**src/rtl/sd_data_serializer_if.sv**
```systemverilog
// Bus between sd_data_master (master side) and the DAT-line serializer (slave side).
// Carries FIFO strobes/data, the DAT[3:0] pins and the completion/CRC status.
interface sd_data_serializer_if #(
    parameter int BLKSIZE_W = 12
);
    logic                 start_write_i;
    logic                 start_read_i;
    logic [BLKSIZE_W-1:0] blksize_i;
    logic                 rd_o;
    logic [31:0]          data_in_i;
    logic                 we_o;
    logic [31:0]          data_out_o;
    logic                 dat_oe_o;
    logic [3:0]           dat_o;
    logic [3:0]           dat_i;
    logic                 xfr_complete_o;
    logic                 crc_ok_o;

    modport slave (
        input  start_write_i, start_read_i, blksize_i, data_in_i, dat_i,
        output rd_o, we_o, data_out_o, dat_oe_o, dat_o, xfr_complete_o, crc_ok_o
    );

    modport master (
        output start_write_i, start_read_i, blksize_i, data_in_i, dat_i,
        input  rd_o, we_o, data_out_o, dat_oe_o, dat_o, xfr_complete_o, crc_ok_o
    );
endinterface

```
**src/rtl/sd_data_serializer.sv**
```systemverilog
// Moves one data block between the FIFOs and the 4-bit SD DAT bus, with a
// CRC16-CCITT per DAT line; reports completion and CRC status to the master.
module sd_data_serializer #(
    parameter int BLKSIZE_W = 12
) (
    input  logic                 sd_clk,
    input  logic                 rst,
    sd_data_serializer_if.slave  bus
);
    localparam int CW = BLKSIZE_W + 1;

    typedef enum logic [3:0] {
        S_IDLE, S_WR_FETCH, S_WR_PRE, S_WR_START, S_WR_DATA, S_WR_CRC, S_WR_END,
        S_WR_STAT, S_WR_BUSY, S_RD_WAIT, S_RD_DATA, S_RD_CRC, S_RD_END
    } state_t;

    state_t         r_state;
    state_t         w_state_next;
    logic [CW-1:0]  r_cnt;
    logic [CW-1:0]  r_last;
    logic [3:0]     r_bit;
    logic [31:0]    r_shift;
    logic           r_rd_d;
    logic [1:0]     r_stat;
    logic           r_stat_go;
    logic           r_we;
    logic [31:0]    r_data_out;
    logic           r_crc_ok;
    logic [15:0]    r_crc    [4];
    logic [15:0]    r_rx_crc [4];

    logic           w_abort;
    logic           w_start;
    logic           w_cnt_last;
    logic           w_word_end;
    logic [3:0]     w_tx_nib;
    logic [3:0]     w_crc_bits;
    logic [3:0]     w_crc_msb;
    logic [3:0]     w_crc_match;
    logic [15:0]    w_crc_next [4];
    logic           w_rd;
    logic           w_oe;
    logic [3:0]     w_dat;

    assign w_abort    = bus.start_write_i & bus.start_read_i;
    assign w_start    = bus.start_write_i | bus.start_read_i;
    assign w_cnt_last = (r_cnt == r_last);
    assign w_word_end = (r_cnt[2:0] == 3'd7);

    // The word fetched by the previous rd_o is only valid this cycle, so its
    // first nibble bypasses the shift register to keep the stream gapless.
    assign w_tx_nib   = r_rd_d ? bus.data_in_i[31:28] : r_shift[31:28];
    assign w_crc_bits = (r_state == S_WR_DATA) ? w_tx_nib : bus.dat_i;

    generate
        for (genvar gi = 0; gi < 4; gi++) begin : g_line
            assign w_crc_next[gi]  = {r_crc[gi][14:0], 1'b0}
                                   ^ ((r_crc[gi][15] ^ w_crc_bits[gi]) ? 16'h1021 : 16'h0000);
            assign w_crc_msb[gi]   = r_crc[gi][15];
            assign w_crc_match[gi] = (r_rx_crc[gi] == r_crc[gi]);
        end
    endgenerate

    always_ff @(posedge sd_clk or negedge rst) begin
        if (!rst) begin
            r_state <= S_IDLE;
        end else begin
            r_state <= w_state_next;
        end
    end

    always_comb begin
        w_state_next = r_state;
        w_rd         = 1'b0;
        w_oe         = 1'b0;
        w_dat        = 4'hF;
        case (r_state)
            S_IDLE: begin
                if (bus.start_write_i)     w_state_next = S_WR_FETCH;
                else if (bus.start_read_i) w_state_next = S_RD_WAIT;
            end
            S_WR_FETCH: begin
                w_rd         = 1'b1;
                w_state_next = S_WR_PRE;
            end
            S_WR_PRE: begin
                w_oe         = 1'b1;
                w_state_next = S_WR_START;
            end
            S_WR_START: begin
                w_oe         = 1'b1;
                w_dat        = 4'h0;
                w_state_next = S_WR_DATA;
            end
            S_WR_DATA: begin
                w_oe  = 1'b1;
                w_dat = w_tx_nib;
                w_rd  = w_word_end & ~w_cnt_last;
                if (w_cnt_last) w_state_next = S_WR_CRC;
            end
            S_WR_CRC: begin
                w_oe  = 1'b1;
                w_dat = w_crc_msb;
                if (r_bit == 4'd15) w_state_next = S_WR_END;
            end
            S_WR_END: begin
                w_oe         = 1'b1;
                w_state_next = S_WR_STAT;
            end
            S_WR_STAT: begin
                if (r_stat_go && r_bit == 4'd2) w_state_next = S_WR_BUSY;
            end
            S_WR_BUSY: begin
                if (bus.dat_i[0]) w_state_next = S_IDLE;
            end
            S_RD_WAIT: begin
                if (!bus.dat_i[0]) w_state_next = S_RD_DATA;
            end
            S_RD_DATA: begin
                if (w_cnt_last) w_state_next = S_RD_CRC;
            end
            S_RD_CRC: begin
                if (r_bit == 4'd15) w_state_next = S_RD_END;
            end
            S_RD_END: begin
                w_state_next = S_IDLE;
            end
            default: w_state_next = S_IDLE;
        endcase
        if (w_abort) begin
            w_state_next = S_IDLE;
            w_rd         = 1'b0;
        end
    end

    always_ff @(posedge sd_clk or negedge rst) begin
        if (!rst) begin
            r_cnt      <= '0;
            r_last     <= '0;
            r_bit      <= '0;
            r_shift    <= '0;
            r_rd_d     <= 1'b0;
            r_stat     <= '0;
            r_stat_go  <= 1'b0;
            r_we       <= 1'b0;
            r_data_out <= '0;
            r_crc_ok   <= 1'b0;
            for (int i = 0; i < 4; i++) begin
                r_crc[i]    <= '0;
                r_rx_crc[i] <= '0;
            end
        end else begin
            r_we   <= 1'b0;
            r_rd_d <= w_rd;
            if (w_abort) begin
                r_crc_ok  <= 1'b0;
                r_stat_go <= 1'b0;
            end else begin
                case (r_state)
                    S_IDLE: begin
                        if (w_start) begin
                            r_crc_ok  <= 1'b0;
                            r_last    <= {bus.blksize_i, 1'b0} - 1'b1;
                            r_cnt     <= '0;
                            r_bit     <= '0;
                            r_stat_go <= 1'b0;
                            for (int i = 0; i < 4; i++) r_crc[i] <= '0;
                        end
                    end
                    S_WR_PRE: r_shift <= bus.data_in_i;
                    S_WR_DATA: begin
                        r_shift <= r_rd_d ? {bus.data_in_i[27:0], 4'h0} : {r_shift[27:0], 4'h0};
                        r_cnt   <= r_cnt + 1'b1;
                        for (int i = 0; i < 4; i++) r_crc[i] <= w_crc_next[i];
                    end
                    S_WR_CRC: begin
                        r_bit <= r_bit + 4'd1;
                        for (int i = 0; i < 4; i++) r_crc[i] <= {r_crc[i][14:0], 1'b0};
                    end
                    S_WR_END: r_bit <= '0;
                    S_WR_STAT: begin
                        // Wait for the status start bit, then shift in three status bits.
                        if (!r_stat_go) begin
                            if (!bus.dat_i[0]) r_stat_go <= 1'b1;
                        end else begin
                            r_stat <= {r_stat[0], bus.dat_i[0]};
                            r_bit  <= r_bit + 4'd1;
                            if (r_bit == 4'd2)
                                r_crc_ok <= ({r_stat, bus.dat_i[0]} == 3'b010);
                        end
                    end
                    S_RD_DATA: begin
                        r_shift <= {r_shift[27:0], bus.dat_i};
                        r_cnt   <= r_cnt + 1'b1;
                        for (int i = 0; i < 4; i++) r_crc[i] <= w_crc_next[i];
                        if (w_word_end) begin
                            r_we       <= 1'b1;
                            r_data_out <= {r_shift[27:0], bus.dat_i};
                        end
                    end
                    S_RD_CRC: begin
                        r_bit <= r_bit + 4'd1;
                        for (int i = 0; i < 4; i++) r_rx_crc[i] <= {r_rx_crc[i][14:0], bus.dat_i[i]};
                    end
                    S_RD_END: r_crc_ok <= &w_crc_match;
                    default: ;
                endcase
            end
        end
    end

    assign bus.rd_o           = w_rd;
    assign bus.dat_oe_o       = w_oe;
    assign bus.dat_o          = w_dat;
    assign bus.we_o           = r_we;
    assign bus.data_out_o     = r_data_out;
    assign bus.xfr_complete_o = (r_state == S_IDLE);
    assign bus.crc_ok_o       = r_crc_ok;
endmodule

```
**src/flat_wrapper.sv**
```systemverilog
// flat-port wrapper written by rule: the top's interface ports become plain ports
module sd_data_serializer_flat 
#(
    parameter int BLKSIZE_W = 12
)
  (sd_clk, rst, bus_start_write_i, bus_start_read_i, bus_blksize_i, bus_data_in_i, bus_dat_i, bus_rd_o, bus_we_o, bus_data_out_o, bus_dat_oe_o, bus_dat_o, bus_xfr_complete_o, bus_crc_ok_o);
  sd_data_serializer_if #(.BLKSIZE_W(BLKSIZE_W)) bus_i ();
  input  logic sd_clk;
  input  logic rst;
  input wire logic [$bits(bus_i.start_write_i)-1:0] bus_start_write_i;
  input wire logic [$bits(bus_i.start_read_i)-1:0] bus_start_read_i;
  input wire logic [$bits(bus_i.blksize_i)-1:0] bus_blksize_i;
  input wire logic [$bits(bus_i.data_in_i)-1:0] bus_data_in_i;
  input wire logic [$bits(bus_i.dat_i)-1:0] bus_dat_i;
  output wire logic [$bits(bus_i.rd_o)-1:0] bus_rd_o;
  output wire logic [$bits(bus_i.we_o)-1:0] bus_we_o;
  output wire logic [$bits(bus_i.data_out_o)-1:0] bus_data_out_o;
  output wire logic [$bits(bus_i.dat_oe_o)-1:0] bus_dat_oe_o;
  output wire logic [$bits(bus_i.dat_o)-1:0] bus_dat_o;
  output wire logic [$bits(bus_i.xfr_complete_o)-1:0] bus_xfr_complete_o;
  output wire logic [$bits(bus_i.crc_ok_o)-1:0] bus_crc_ok_o;
  assign bus_i.start_write_i = bus_start_write_i;
  assign bus_i.start_read_i = bus_start_read_i;
  assign bus_i.blksize_i = bus_blksize_i;
  assign bus_i.data_in_i = bus_data_in_i;
  assign bus_i.dat_i = bus_dat_i;
  assign bus_rd_o = bus_i.rd_o;
  assign bus_we_o = bus_i.we_o;
  assign bus_data_out_o = bus_i.data_out_o;
  assign bus_dat_oe_o = bus_i.dat_oe_o;
  assign bus_dat_o = bus_i.dat_o;
  assign bus_xfr_complete_o = bus_i.xfr_complete_o;
  assign bus_crc_ok_o = bus_i.crc_ok_o;
  sd_data_serializer #(.BLKSIZE_W(BLKSIZE_W)) u_core (.sd_clk(sd_clk), .rst(rst), .bus(bus_i));
endmodule
```
**config.mk**
```make
export PLATFORM = sky130hd
export DESIGN_NAME = sd_data_serializer_flat
export DESIGN_NICKNAME = d
export VERILOG_FILES = /design/src/rtl/sd_data_serializer_if.sv /design/src/rtl/sd_data_serializer.sv /design/src/flat_wrapper.sv
export SDC_FILE = /design/constraint.sdc
export NUM_CORES = 1
export LEC_CHECK = 0
export CAP_MARGIN = 20
export CORE_MARGIN = 8
export CORE_UTILIZATION = 50
export DETAILED_ROUTE_END_ITERATION = 8
export MAX_ROUTING_LAYER = met4
export PLACE_DENSITY_LB_ADDON = 0.12
export SLEW_MARGIN = 10
export SYNTH_ARGS = -nofsm -noshare
export SYNTH_HDL_FRONTEND = slang
export SYNTH_SLANG_ARGS = --single-unit
export TNS_END_PERCENT = 100
```
**constraint.sdc**
```tcl
create_clock -name sd_clk -period 2 [get_ports sd_clk]
set_input_delay 0.4 -clock sd_clk [delete_from_list [all_inputs] [get_ports sd_clk]]
set_output_delay 0.4 -clock sd_clk [all_outputs]
set_load 0.005 [all_outputs]
```
==> impl_results.md, run 1 <==
- Drt first pass iters: 6
- Vias: 9,652
- Overall power: slightly above 20 mW
- CP endpoint kind: output port
- P per Cell Area: 1230 mW/mm^2
- Die H: roughly 170 um
- Final #Nets: around 1,400
- Hold/Removal Path Class: in -> async
- Placed cell count: between 1,500 and 2,000
- DR vias/cell: 5.78
- Die area: 0.0275 mm^2
- Synth area leader: dfrtp_1
- Final setup TNS: -10.69 ns
- Worst hold slack: 0.389 ns
- Yosys reg bits: approximately 230
- Max IR drop VDD: approximately 0.00063 V
- Unrepaired setup endpoints after global routing: true
- Slew @ Worst Pin: 0.478 ns
- Detail Route Antenna Nets: 0
- Critical path type: reg -> out
- Post-route cell area: roughly 0.016 mm^2
- DRC: 0
- Multi-input gate area: 0.00616 mm^2
- Sequential area share after synthesis: 0.517
- Most frequent cells in the layout: dfrtp_1, nand2_1, buf_4, clkdlybuf4s50_1, mux2_2
- Global-route wire length before repair: 48.5 mm
- Crit path time final: 2.54 ns
- Post-synth top area share: 0.517
- CP arrival: 2.14 ns
- Worst Clk Skew: 0.0112 ns
- Max_cap viols: 0
- Worst R2R End: u_core.r_state[3]
- Gr usage total: 0.218
- Antenna cells: 0
- Peak fanout along the critical path: 4
- Routed WL: 34.5 mm
- Placed Instance Area: between 0.01 and 0.015 mm^2
- Mapped cell area: 0.0112 mm^2
- Fin crit share: 1.27
- Syn_area_per_cell: 10.0 um^2
- Area Overhead vs Synth: 45.5%
- Max frequency: 0.394 GHz
- Syn nets: 1,183
- Core area: 0.0224 mm^2
- Clk_lat worst skew: 0.53 ns
- Cell count after synthesis: 1,123
- Status: finished with violations
- TritonCTS Buffers: 26
- Share of layout cells above drive strength 1: 0.381
- Vias in the first global route: 9,016
- EDFF count, synth: 0
- Die Wd: 166 um
- Final setup margin: -0.539 ns
- Port bufs: 92
- 1st-iter DRT viols: approximately 750
- Failing checks: setup timing
- Final Non-Filler Cells: 1,671
- Setup violations, final: 143
- RePlAce Congestion: 0.852
- WP data required: 1.60 ns
- Synth Warn #: 0
- Relative slew slack: 0.680
- CTS tree: yes
- Clock Tree Root: clkbuf_16
- Netlist cell types: 61
- Post-DP HPWL: 20.3 mm
- Sequential cell area: ~0.0058 mm^2
- H-tree levels: 1
- FF-to-FF path depth: 9
- Predominant post-synthesis flop cell: dfrtp_1
- Commonest non-fill, non-tap cell in the layout: dfrtp_1
- Rows: 55
- Asr flop ratio synth: 1.00
- Slew Limit Fails: 0
- Largest net degree at the start of global routing: 62
- Max Root-Sink Buffers: 3
- Antenna violations before repair: 0
- Hold Vio Cnt, Final: 0
- Worst reg-to-reg setup slack: -0.21 ns
- Fill cells: 1,461
- CP Launch Type: register
- Clk sinks: 232
- Post-DR wirelength/cell: 20.7 um
- Starting density of the core: 0.502
- Gr ovfl total: 0
- Synth top area cells: dfrtp_1, nand2_1, mux2_2
- FF-to-FF Start: u_core.r_state[1]
- Io pins: between 90 and 100
- Clk pin slew, worst setup/hold paths: ~0.060 ns
- Lkg Pwr: between 7 and 8 nW
[how the worst max path moves through the flow]
stage | end | cells after the start | from | slack [ns]
5_1_grt | bus_rd_o | 8 | u_core.r_cnt[1] | -0.63
3_5_place_dp | bus_rd_o | 5 | bus_start_write_i | -0.49
2_1_floorplan | bus_rd_o | 5 | u_core.r_state[0] | 0.02
4_1_cts | bus_rd_o | 7 | u_core.r_cnt[0] | -0.52
6_report | bus_rd_o | 8 | u_core.r_cnt[1] | -0.54
3_3_place_gp | bus_rd_o | 5 | bus_start_write_i | -0.47
[cell families (layout without fill, tap and decap cells)]
logic type	after synthesis	after routing	share of synthesized area
adder cells (fa/ha/maj)	8	8	0.00891
AO/OA/AOI/OAI	147	147	0.0913
AND/OR/NAND/NOR	477	479	0.190
flip-flops	232	232	0.517
multiplexers	84	84	0.0831
XOR/XNOR	94	94	0.0733
buffers and inverters	81	342	0.0366
[sequential cells by signal, summed over array words and instances (netlist names)]
name / cells
u_core.r_rx_crc: 64
u_core.bus.we_o: 1
u_core.r_stat_go: 1
u_core.r_stat: 2
u_core.r_shift: 32
u_core.r_state: 4
u_core.bus.crc_ok_o: 1
u_core.r_rd_d: 1
u_core.r_last: 13
u_core.bus.data_out_o: 32
u_core.r_bit: 4
u_core.r_cnt: 13
u_core.r_crc: 64
[where the power goes]
part	internal, mW	switching (mW)
logic	4.40	4.29
clock network	2.98	1.99
registers	5.57	0.934
[Yosys cell counts (2+ instances only)]
master       n
xnor2_1     47
o21ai_1      5
mux2i_1     10
buf_4        6
buf_2       32
and3b_1      2
a31oi_1      6
a22o_1       2
nor2b_1      5
dfrtp_1    232
or3_1        3
a21o_1       5
nand2_1    280
nand3_1     64
nor3b_2      2
o22ai_1      2
nor3_1      14
xor2_1      47
nand4_1     17
nor2_2       2
inv_1       16
o21a_1       5
and3_1       4
o221a_2      9
and2_1       4
a221oi_1    16
o21bai_1     2
ha_1         8
clkbuf_1    20
a2111oi_0    2
nor4_1      16
mux2_2      74
a222oi_1    12
nor2_1      47
o21ai_0     38
a21oi_1     31
nand2b_1     7
buf_6        6
[routing by layer]
metal	up-vias	track usage	part of all wire
met5	-	-	0
met4	0	0.0526	0.028
met1	4861	0.296	0.43
met3	79	0.0280	0.059
met2	336	0.344	0.49
li1	4376	-	-
[stage by stage]
stage | util | setup slack, ns
2_1_floorplan | - | 0.0151
3_3_place_gp | 0.594 | -0.472
3_5_place_dp | 0.594 | -0.491
4_1_cts | 0.648 | -0.516
5_1_grt | 0.731 | -0.631
6_report | 0.731 | -0.539
[final cells by class]
| type | instances | share of cell area |
|---|---|---|
| inverter | 16 | 0.00367 |
| clock buffer | 38 | 0.0482 |
| sequential | 232 | 0.355 |
| clock inverter | 10 | 0.00658 |
| timing repair buffer | 278 | 0.187 |
| tap | 285 | 0.0218 |
| multi-input combinational | 812 | 0.377 |
[what timing repair did]
action,in CTS,in global routing
gates resized for setup,72,285
endpoints found under the hold margin,43,0
endpoints found under the setup margin,15,113
cloned,1,22
hold buffers,1,0
pin swaps,29,188
setup buffers,21,38
[critical path, cell delays in order (launching register included)]
cell and delay (ns):
dfrtp_1 0.42, xnor2_1 0.14, nand4_1 0.10, nor4_2 0.05, nand4_1 0.15, nand4_1 0.16, a2111oi_2 0.32, buf_4 0.18
buf_6 0.09
Power figures use the tool's default switching activity.
==> run 2, diff against run 1 <==
CAP_MARGIN = default   (was 20)
SKIP_CTS_REPAIR_TIMING = 1   (was default)
==> run 2 against run 1 <==
Effect of this change: the flow still finishes with violations (setup timing); wire length decreased by 14%; maximum frequency increased by 0.75%; hold slack lost 0.0017 ns; clock skew down 0.00062 ns; critical endpoint unchanged; largest power group unchanged.
==> impl_results.md, run 2 (synthesis gave the netlist of run 1 again) <==
- Overall power: 17.8 mW
- Failing checks: setup timing
- DRC: 0
- Clock Tree Root: clkbuf_16
- Die Wd: 166 um
- Sequential cell area: roughly 0.0058 mm^2
- Final setup margin: -0.520 ns
- TritonCTS Buffers: 26
- CP arrival: 2.12 ns
- Relative slew slack: 0.685
- Int Power: 11.8 mW
- Lkg Pwr: 7.17 nW
- Most frequent CP cell: nand4_1
- Area Overhead vs Synth: 32.8%
- CP max stage delay: about 0.42 ns
- Max frequency: a little under 0.4 GHz
- Worst hold slack: 0.388 ns
- Critical path launch point: u_core.r_cnt[1]
- FF-to-FF Start: u_core.r_state[3]
- Commonest non-fill, non-tap cell in the layout: nand2_1
- Clk sinks: 232
- Max_cap viols: 0
- Max Root-Sink Buffers: 3
- Drt first pass iters: 6
- Post-route cell area: 0.0149 mm^2
- Placed Instance Area: 0.0133 mm^2
- Slew @ Worst Pin: 0.468 ns
- Fin crit share: 1.26
- Gr ovfl total: 0
- Die H: 166 um
- FF-to-FF path depth: 8
- DR vias/cell: 5.53
- Worst R2R End: u_core.r_crc[60]
- Setup violations, final: 16
- Vias in the first global route: 8,822
- Largest registers: u_core.r_crc (64), u_core.r_rx_crc (64)
- Gr usage total: 0.213
- Port bufs: 92
- WP data required: 1.60 ns
- DP Worst Slack: -0.491 ns
- Hold Vio Cnt, Final: 0
- Slew Limit Fails: 0
- Antenna violations before repair: 0
- Multi-input gate area: 0.00537 mm^2
- Clk_lat worst skew: 0.53 ns
- Peak fanout along the critical path: 4
- Detail Route Antenna Nets: 0
- Post-DP HPWL: roughly 20 mm
- H-tree levels: 1
- Vias: approximately 9,000
- Power share of the clock group: 0.275
- CP endpoint kind: output port
- Hold/Removal Path Class: in -> async
- Starting density of the core: 0.502
- Sw Ratio: 0.339
- Final setup TNS: -2.63 ns
- Antenna cells: 0
- 1st-iter DRT viols: around 650
- Final #Nets: 1,385
- Share of layout cells above drive strength 1: 0.262
- Largest net degree at the start of global routing: 62
- Worst Clk Skew: 0.0106 ns
- Crit path buffers/inverters: 2
- Routed WL: ~30 mm
- Die area: between 0.02 and 0.03 mm^2
- Worst reg-to-reg setup slack: -0.10 ns
- Fill cells: 1,709
- Io pins: 93
- Max IR drop VDD: 0.000600 V
- Post-DR wirelength/cell: 18.3 um
- Most frequent cells in the layout: nand2_1, dfrtp_1, buf_4, clkdlybuf4s50_1, mux2_2
- CTS tree: yes
- CP delay by family, top: flip-flops
- P per Cell Area: 1200 mW/mm^2
- Core area: 0.0224 mm^2
- Unrepaired setup endpoints after global routing: true
- Rows: 55
- Clk pin slew, worst setup/hold paths: 0.06 ns
- CP Launch Type: register
- Crit path time final: around 2.5 ns
- Combinational share of power: 0.367
- Status: finished with violations
- Sequential power share: 0.358
- Switching power: 6.04 mW
- Critical path type: reg -> out
- RePlAce Congestion: ~0.85
- Global-route wire length before repair: 47.4 mm
- Critical Path Slowest Stage Cell: dfrtp_1
- CP cell instances: xnor2_1 > nand4_1 > nor4_2 > nand4_1 > nand4_1 > a2111oi_2 > buf_4 > buf_6
run 2: cell count changes in the layout (fill, tap and decap cells not counted), sizes merged:
cell | previous run | this run
buf | 177 | 146
bufbuf | 1 | 0
clkbuf | 53 | 46
or2 | 4 | 2
run 2: area by class of cell:
| cell class | count | area share |
|---|---|---|
| inverter | 16 | 0.00402 |
| timing repair buffer | 239 | 0.163 |
| sequential | 232 | 0.389 |
| clock buffer | 38 | 0.0527 |
| multi-input combinational | 810 | 0.360 |
| clock inverter | 10 | 0.00721 |
| tap | 285 | 0.0239 |
run 2: power by group through the flow:
stage	clock (mW)	sequential, mW	combinational (mW)
2_1_floorplan	0	6.17	3.39
3_3_place_gp	0	6.41	5.45
3_5_place_dp	0	6.43	5.56
4_1_cts	5.01	6.35	5.59
5_1_grt	5.21	6.51	7.09
6_report	4.91	6.38	6.55
run 2: worst max-delay path by stage:
stage               endpoint  cells after the start
floorplan           bus_rd_o                      5
global placement    bus_rd_o                      5
detailed placement  bus_rd_o                      5
CTS                 bus_rd_o                      7
global route        bus_rd_o                      8
finish              bus_rd_o                      8
run 2: layer usage:
layer | wire length, um | part of all wire | global-route usage | vias to the layer above
li1 | - | - | - | 4274
met1 | 13600 | 0.46 | 0.290 | 4435
met2 | 14200 | 0.48 | 0.333 | 256
met3 | 1340 | 0.045 | 0.0278 | 48
met4 | 646 | 0.022 | 0.0530 | 0
met5 | 0 | 0 | - | -
run 2: metrics by stage:
| step | util | instances |
|---|---|---|
| 6_report | 0.667 | 1630 |
| 3_5_place_dp | 0.594 | 1548 |
| 3_3_place_gp | 0.594 | 1548 |
| 4_1_cts | 0.634 | 1596 |
| 5_1_grt | 0.667 | 1630 |
| 2_1_floorplan | - | 1123 |
==> run 3, diff against run 2 <==
==> constraint.sdc (replaced) <==
create_clock -name sd_clk -period 2 [get_ports sd_clk]
set_input_delay 0.2 -clock sd_clk [delete_from_list [all_inputs] [get_ports sd_clk]]
set_output_delay 0.2 -clock sd_clk [all_outputs]
set_load 0.005 [all_outputs]
==> run 3 against run 2 <==
Effect of this change: the flow still finishes with violations (setup timing); non-clock buffer count is 32 lower; clock power grew 1%; combinational power down 7.9%; utilization shrank 2.2 points; final cell count fell by 2.1%; clock skew down 0.00079 ns.
==> impl_results.md, run 3 (synthesis gave the netlist of run 1 again) <==
- Clk sinks: 232
- Sw Ratio: 0.336
- Slew Limit Fails: 0
- Setup violations, final: 5
- Sequential power share: 0.368
- Failing checks: setup timing
- Most frequent CP cell: nand4_1
- Global-route wire length before repair: 46.3 mm
- Largest net degree at the start of global routing: 60
- Post-DP HPWL: roughly 20 mm
- CTS tree: yes
- Antenna violations before repair: 0
- 1st-iter DRT viols: 667
- Multi-input gate area: 0.00522 mm^2
- Antenna cells: 0
- Hold Vio Cnt, Final: 0
- CP endpoint kind: output port
- Area Overhead vs Synth: 28.4%
- Detail Route Antenna Nets: 0
- Clk pin slew, worst setup/hold paths: 0.06 ns
- Rows: 55
- Power share of the clock group: 0.286
- Fill cells: between 1,500 and 2,000
- Core area: 0.0224 mm^2
- RePlAce Congestion: about 0.83
- Gr ovfl total: 0
- Commonest non-fill, non-tap cell in the layout: nand2_1
- CP max stage delay: 0.49 ns
- WP data required: 1.80 ns
- Max_cap viols: 0
- Clock Tree Root: clkbuf_16
- Final setup margin: -0.388 ns
- Most frequent cells in the layout: nand2_1, dfrtp_1, buf_4, clkdlybuf4s50_1, mux2_2
- Die area: 0.0275 mm^2
- Int Power: 11.6 mW
- Relative slew slack: 0.732
- Max Root-Sink Buffers: 3
- CP cell instances: xnor2_1 > nand4_1 > nor4_2 > nand4_1 > nand4_1 > a2111oi_4 > buf_6
- Critical Path Slowest Stage Cell: a2111oi_4
- Max IR drop VDD: between 0.0007 and 0.0008 V
- Sequential cell area: between 0.005 and 0.006 mm^2
- Hold/Removal Path Class: in -> async
- Peak fanout along the critical path: 4
- Drt first pass iters: 6
- Io pins: 93
- Critical path launch point: u_core.r_cnt[1]
- Gr usage total: 0.208
- Die Wd: 166 um
- Die H: 166 um
- FF-to-FF path depth: 8
- Starting density of the core: 0.502
- Crit path time final: 2.39 ns
- Vias in the first global route: 8,802
- Switching power: 5.85 mW
- DP Worst Slack: -0.267 ns
- Routed WL: 28.8 mm
- P per Cell Area: about 1200 mW/mm^2
- Clk_lat worst skew: 0.53 ns
- FF-to-FF Start: u_core.r_state[1]
- Critical path type: reg -> out
- Final #Nets: 1,352
- Combinational share of power: 0.346
- CP arrival: approximately 2.2 ns
- Port bufs: between 90 and 100
- DR vias/cell: roughly 5.6
- Fin crit share: 1.19
- Vias: 8,880
- Largest registers: u_core.r_crc (64), u_core.r_rx_crc (64)
- Unrepaired setup endpoints after global routing: true
- Overall power: ~17 mW
- Max frequency: 0.419 GHz
- Worst Clk Skew: 0.00982 ns
- Share of layout cells above drive strength 1: 0.226
- H-tree levels: 1
- DRC: 0
- Post-DR wirelength/cell: 18.0 um
- CP Launch Type: register
- Status: finished with violations
- TritonCTS Buffers: 25
- Slew @ Worst Pin: 0.392 ns
- Lkg Pwr: 6.97 nW
-- run 3: changes by cell type in the layout (fill, tap and decap cells not counted), moves of 5 or more --
cell	change
o21ai_0	+12
o21ai_1	-10
buf_6	-8
a221oi_1	+10
buf_4	-18
a221oi_2	-10
clkbuf_16	-5
-- run 3: worst max-delay path, delay by kind of cell, from the launching register on --
kind	cells	cell delay, ns
xor gates and xnor gates	1	0.14
AOI/OAI and AO/OA	1	0.49
and+or+nand+nor	4	0.46
buffers and inverters	1	0.15
DFF	1	0.42
-- run 3: cell type report --
type                    instances  area share
well taps                     285      0.0247
inverters                      16     0.00416
multi-input cells             810       0.362
flip-flops and latches        232       0.403
repair buffers                207       0.145
clock inverters                13      0.0124
clock buffers                  33      0.0496
-- run 3: power groups by stage --
stage	Clock, mW	Sequential (mW)	Combinational [mW]
after floorplan	0	6.17	3.39
after global placement	0	6.44	5.35
after detailed placement	0	6.47	5.42
after CTS	5.07	6.38	5.45
after global routing	5.26	6.51	6.54
final	4.97	6.40	6.03
-- run 3: metrics by stage --
| step | setup TNS (ns) | hold WS (ns) | util | cells | cell area (um^2) |
|---|---|---|---|---|---|
| floorplan | 0 | -0.0956 | - | 1123 | 11200 |
| global placement | -13.77 | 0.127 | 0.588 | 1532 | 13200 |
| detailed placement | -18.86 | 0.132 | 0.588 | 1532 | 13200 |
| CTS | -3.58 | -0.426 | 0.628 | 1578 | 14100 |
| global route | -1.63 | 0.196 | 0.645 | 1596 | 14400 |
| finish | -1.03 | 0.171 | 0.645 | 1596 | 14400 |
-- run 3: final timing paths --
kind	to	slack, ns
hold / removal	u_core.bus.data_out_o[23]	0.17
setup / recovery	bus_rd_o	-0.39
min in group sd_clk	u_core.r_last[7]	0.33
setup reg to reg	u_core.r_crc[37]	0.04
hold reg to reg	u_core.bus.data_out_o[16]	0.47
max in group asynchronous	u_core.r_crc[42]	1.15
-- run 3: metal layers --
| layer | wire length, um | vias to the layer above | GRT usage |
|---|---|---|---|
| li1 | - | 4213 | - |
| met1 | 13200 | 4412 | 0.279 |
| met2 | 13700 | 216 | 0.328 |
| met3 | 1480 | 39 | 0.0338 |
| met4 | 487 | 0 | 0.0518 |
| met5 | 0 | - | - |
